$ cat src/rtl/bc_level_ctrl.sv
// Box-count level controller: sequences base-image load, then one reduction pass per level
// with ping-pong RAM selection. Optional watchdog enabled by defining BC_TIMEOUT_EN.
module bc_level_ctrl #(
  parameter int MAX_BOX = 3,
  parameter int LVL_W   = 4
) (
  input  logic             CLK,
  input  logic             RST,
  input  logic             start,
  input  logic             load_done,
  input  logic             sqg_wen,
  output logic             bc_mode,
  output logic [LVL_W-1:0] level,
  output logic             ram_sel,
  output logic             busy,
  output logic             level_valid,
  output logic             done,
  output logic             err
);

  localparam int CNT_W = (2 * MAX_BOX - 1 < 1) ? 1 : 2 * MAX_BOX - 1;

  typedef enum logic [2:0] {IDLE, LOAD, REDUCE, GAP, FINISH} state_t;

  state_t           state;
  logic [CNT_W-1:0] wr_cnt;
  logic             last_write;

  // Cells written while reducing level lv into level lv-1: 4^(lv-1).
  function automatic logic [CNT_W-1:0] level_size(input logic [LVL_W-1:0] lv);
    return CNT_W'(1) << (2 * (int'(lv) - 1));
  endfunction

  assign last_write  = (state == REDUCE) && sqg_wen && (wr_cnt == CNT_W'(1));
  assign level_valid = last_write;

`ifdef BC_TIMEOUT_EN
  logic [4:0] wd_cnt;
  logic       err_q;
  assign err = err_q;
`else
  assign err = 1'b0;
`endif

  // NOTE: all state and registered outputs use non-blocking assignments so every
  // branch below sees the pre-edge values of state, level and wr_cnt.
  always_ff @(posedge CLK) begin
    if (RST) begin
      state   <= IDLE;
      bc_mode <= 1'b1;
      level   <= '0;
      ram_sel <= 1'b0;
      busy    <= 1'b0;
      done    <= 1'b0;
      wr_cnt  <= '0;
`ifdef BC_TIMEOUT_EN
      wd_cnt  <= '0;
      err_q   <= 1'b0;
`endif
    end else begin
      done <= 1'b0;
      case (state)
        IDLE: begin
          if (start) begin
            state <= LOAD;
            busy  <= 1'b1;
`ifdef BC_TIMEOUT_EN
            err_q <= 1'b0;
`endif
          end
        end
        LOAD: begin
          if (load_done) begin
            state   <= REDUCE;
            bc_mode <= 1'b0;
            level   <= LVL_W'(MAX_BOX);
            ram_sel <= 1'b0;
            wr_cnt  <= level_size(LVL_W'(MAX_BOX));
`ifdef BC_TIMEOUT_EN
            wd_cnt  <= '0;
`endif
          end
        end
        REDUCE: begin
          if (sqg_wen) begin
            wr_cnt <= wr_cnt - CNT_W'(1);
`ifdef BC_TIMEOUT_EN
            wd_cnt <= '0;
`endif
            if (last_write) begin
              state   <= GAP;
              bc_mode <= 1'b1;
              level   <= level - LVL_W'(1);
              ram_sel <= ~ram_sel;
            end
          end
`ifdef BC_TIMEOUT_EN
          else if (wd_cnt == 5'd15) begin
            wd_cnt  <= wd_cnt + 5'd1;
            err_q   <= 1'b1;
            state   <= IDLE;
            bc_mode <= 1'b1;
            busy    <= 1'b0;
          end else begin
            wd_cnt <= wd_cnt + 5'd1;
          end
`endif
        end
        GAP: begin
          // level already holds the next level to reduce (decremented on GAP entry).
          if (level != '0) begin
            state   <= REDUCE;
            bc_mode <= 1'b0;
            wr_cnt  <= level_size(level);
`ifdef BC_TIMEOUT_EN
            wd_cnt  <= '0;
`endif
          end else begin
            state <= FINISH;
            done  <= 1'b1;
          end
        end
        FINISH: begin
          state <= IDLE;
          busy  <= 1'b0;
        end
        default: begin
          state   <= IDLE;
          bc_mode <= 1'b1;
          busy    <= 1'b0;
        end
      endcase
    end
  end

endmodule

$ cat config.mk
export PLATFORM = sky130hd
export DESIGN_NAME = bc_level_ctrl
export DESIGN_NICKNAME = d
export VERILOG_FILES = /design/src/rtl/bc_level_ctrl.sv
export SDC_FILE = /design/constraint.sdc
export NUM_CORES = 1
export LEC_CHECK = 0
export CORE_ASPECT_RATIO = 1.4
export CORE_MARGIN = 2
export CORE_UTILIZATION = 44
export CTS_BUF_LIST = sky130_fd_sc_hd__clkbuf_8
export CTS_CLUSTER_DIAMETER = 150
export CTS_CLUSTER_SIZE = 40
export DETAILED_ROUTE_END_ITERATION = 10
export GPL_TIMING_DRIVEN = 0
export HOLD_SLACK_MARGIN = 0.12
export PLACE_DENSITY = 0.67
export RECOVER_POWER = 50
export SLEW_MARGIN = 40
export SYNTH_ARGS = -nofsm -noshare
export SYNTH_HDL_FRONTEND = slang
export SYNTH_SLANG_ARGS = --single-unit
$ cat constraint.sdc
create_clock -name CLK -period 2.2 [get_ports CLK]
set_clock_uncertainty 0.05 [all_clocks]
set_input_delay 0.33 -clock CLK [delete_from_list [all_inputs] [get_ports CLK]]
set_output_delay 0.33 -clock CLK [all_outputs]
set_load 0.02 [all_outputs]
==> metrics.md <==
| Metric | Value |
|---|---|
| Outcome | `complete, no violations` |
| Yosys Warn Count | `0` |
| Drt drc | `0` |
| Met1 WL | `1004 um` |
| Post-Layout Cell Count | `~150` |
| Gr ovfl total | `0` |
| Synth cell types | `42` |
| CP max FO | `10` |
| Crit-path cells | `buf_2 > nor3b_2 > and3_1 > buf_2 > dlygate4sd2_1` |
| CP endpoint kind | `output port` |
| Routed met2 length | `1130 um` |
| Max_cap viols | `0` |
| Worst EP required | `1.82 ns` |
| Total Power | `0.7449 mW` |
| CTS tree | `yes` |
| Reg area | `around 320 um^2` |
| Hold buffer count at CTS | `0` |
| Rel. slew slack | `0.6651` |
| Hpwl dp | `between 1500 and 2000 um` |
| Via density | `5.765` |
| Layout area overhead | `23.39%` |
| Die height | `~59 um` |
| Clock Sinks | `16` |
| Leak | `between 0.4 and 0.5 nW` |
| Clock buffer depth | `2` |
| RSZ-0062 raised after global routing | `false` |
| Post-Syn Instances | `roughly 120` |
| Setup violators final | `0` |
| Initial Utilization | `0.4768` |
| Peak Freq | `around 470 MHz` |
| Crit Reg-Reg Startpoint | `level[0]` |
| Drt first pass iters | `4` |
| Final critical-path share of the clock period | `0.9697` |
| WL per Instance | `~14 um` |
| Bufs and invs on worst path | `3` |
| Fin Hold WS | `about 0.47 ns` |
| Pwr Density | `634.1 nW/um^2` |
| Ports | `15` |
| ANT cells | `0` |
| H-tree depth | `1` |
| Clock root buffer | `clkbuf_8` |
| Utilization after layout | `0.5883` |
| Worst Hold End | `busy` |
| Post-Syn Nets | `approximately 120` |
| DIE AREA | `approximately 2600 um^2` |
| Chip width | `43.32 um` |
| Min-delay src | `busy` |
| Met3 routed wirelength | `around 44 um` |
| Vias | `roughly 880` |
| Core area | `around 2000 um^2` |
| Startpoint Class | `flop` |
| CP max stage cell | `nor3b_2` |
| Final #Nets | `~140` |
| Maximum vdd ir drop | `about 470 uV` |
| # rows | `19` |
| Worst-case reg-to-reg path depth | `7` |
| Filler cells | `between 150 and 200` |
| Most used cell, CP | `buf_2` |
| Routability Congestion | `0.8371` |
| All-Layer GR Usage | `0.1989` |
| Critical path class | `reg2out` |
| Final hold viol count | `0` |
| Top_reg_cell synth | `dfxtp_1` |
| DP Cell Count | `~150` |
| Highest Signal Layer | `met4` |
| Initial antenna violation count | `0` |
| Final Max Tran Viols | `0` |
| Minimum clock period | `around 2.1 ns` |
| Ys async rst share | `0` |
| Routed WL | `approximately 2200 um` |
| Reg-to-reg endpoint | `wr_cnt[0]` |
| Share of layout cells above drive strength 1 | `0.1364` |
| Mapped Area | `roughly 950 um^2` |
| Vias in the first global route | `between 900 and 1000` |
| Post-Place Setup Slack | `-0.1898 ns` |
| Post-CTS Setup Bufs | `0` |
| Final Worst Setup Slack | `about 0.067 ns` |
| Post-synth EDFFs | `0` |
| Top delay family on crit path | `buffers and inverters` |
| Area of the multi-input gates | `~590 um^2` |
| Avg Synthesized Cell Area | `~8.3 um^2` |
| First DRT Iteration DRCs | `12` |
| Setup slack, reg-to-reg | `~0.25 ns` |
| Port-buffer cells | `13` |
| CTS clock-pin slew for the worst setup and hold paths | `0.06 ns` |
| Critical Path AT | `roughly 1.8 ns` |
| Max incr delay on CP | `~0.34 ns` |
| DRT antenna net count | `0` |
| FF+latch count, synth | `16` |
| Sequential fraction of the synthesis area | `0.3364` |
| Num CTS Buffers | `3` |
| Largest net degree at the start of global routing | `11` |
| Hold Path Depth | `2` |
| First-pass GRT wire length | `between 3000 and 4000 um` |
| Hold WC Path Type | `reg2reg` |
| Slew @ Worst Pin | `between 0.5 and 0.6 ns` |
| Worst-Skew Late Latency | `between 0.2 and 0.3 ns` |
[worst max-delay path by stage]
stage	start	to	slack, ns	cells past startpoint
after floorplan	level[0]	wr_cnt[0]	0.32	7
final	state[1]	level_valid	0.07	5
after global placement	sqg_wen	level_valid	-0.19	5
after detailed placement	sqg_wen	level_valid	-0.19	5
after CTS	wr_cnt[0]	level_valid	0.06	5
after global routing	state[1]	level_valid	0.004	5
[Yosys cell counts (3+ instances only)]
master / instances / area [um^2]
o31ai_1: 3 / 22.52
o21ai_0: 4 / 20.02
ha_1: 4 / 50.05
nand3b_1: 5 / 37.54
nand2b_1: 3 / 18.77
nor3_1: 3 / 15.01
dfxtp_1: 16 / 320.3
nand2_1: 7 / 26.28
nor2_1: 16 / 60.06
a21oi_1: 5 / 25.02
inv_1: 5 / 18.77
nor3b_1: 3 / 22.52
buf_2: 4 / 20.02
nand3_1: 3 / 15.01
[worst register-to-register path, delay by kind of cell, from the launching register on]
kind / cells / cell delay, ns
adder cells (fa/ha/maj): 1 / 0.20
flip-flops: 1 / 0.37
AND/OR/NAND/NOR: 3 / 0.41
AO/OA/AOI/OAI: 2 / 0.68
buffers and inverters: 1 / 0.11
[sequential cells by signal (all words and copies together) (netlist names)]
register / count
level: 4
busy: 1
wr_cnt: 5
state: 3
ram_sel: 1
bc_mode: 1
done: 1
[per-stage QoR]
| stage | TNS [ns] | instance area (um^2) |
|---|---|---|
| finish | 0 | 1175 |
| global route | 0 | 1175 |
| CTS | 0 | 1167 |
| detailed placement | -0.1898 | 1109 |
| global placement | -0.1942 | 1109 |
| floorplan | 0 | 952.2 |
[what timing repair did]
item                                    in CTS  in global routing
gates resized for setup                      2                  3
pin swaps                                    0                  0
endpoints found under the setup margin       1                  5
[power breakdown]
group          internal, mW  switching (mW)
sequential            0.307          0.0154
combinational        0.0723          0.0912
clock                 0.159           0.101
total                 0.538           0.207
[placed cells by master, fill, tap and decap left out, drive strengths merged, types with 2 or more instances in the layout]
cell	synthesis	final
mux2i	2	2
nand3	3	3
nor3	3	3
clkdlybuf4s50	0	6
and4	2	2
nor3b	3	3
and4bb	2	2
a21oi	5	5
nand3b	5	5
o21ai	4	4
nand2b	3	3
ha	4	4
nand2	7	7
dlygate4sd3	0	6
a21o	2	2
inv	5	5
dfxtp	16	16
o31ai	3	3
a31oi	2	2
nor2	16	16
buf	5	5
o21bai	2	2
clkbuf	2	6
a21boi	2	2
[final cells by class]
class,count,share of cell area
Inverter,5,0.01597
Timing Repair Buffer,13,0.1097
Buffer,7,0.02982
Tap cell,21,0.02236
Clock buffer,4,0.04686
Sequential cell,16,0.2748
Multi-Input combinational cell,87,0.5005
[cell families after synthesis]
family                   count (synthesis)  share of synthesized area
XOR/XNOR                                 1                   0.009200
buffers and inverters                   12                    0.05651
flip-flops                              16                     0.3364
AND/OR/NAND/NOR                         52                     0.3141
AO/OA/AOI/OAI                           26                     0.1945
other                                    1                   0.003938
multiplexers                             3                    0.03285
adder cells (fa/ha/maj)                  4                    0.05256
[per-layer routing]
metal,vias up,global-route usage
met5,-,0
met2,13,0.3390
met3,4,0.03049
li1,447,-
met4,0,0.1126
met1,418,0.2335
Power figures use the tool's default switching activity.
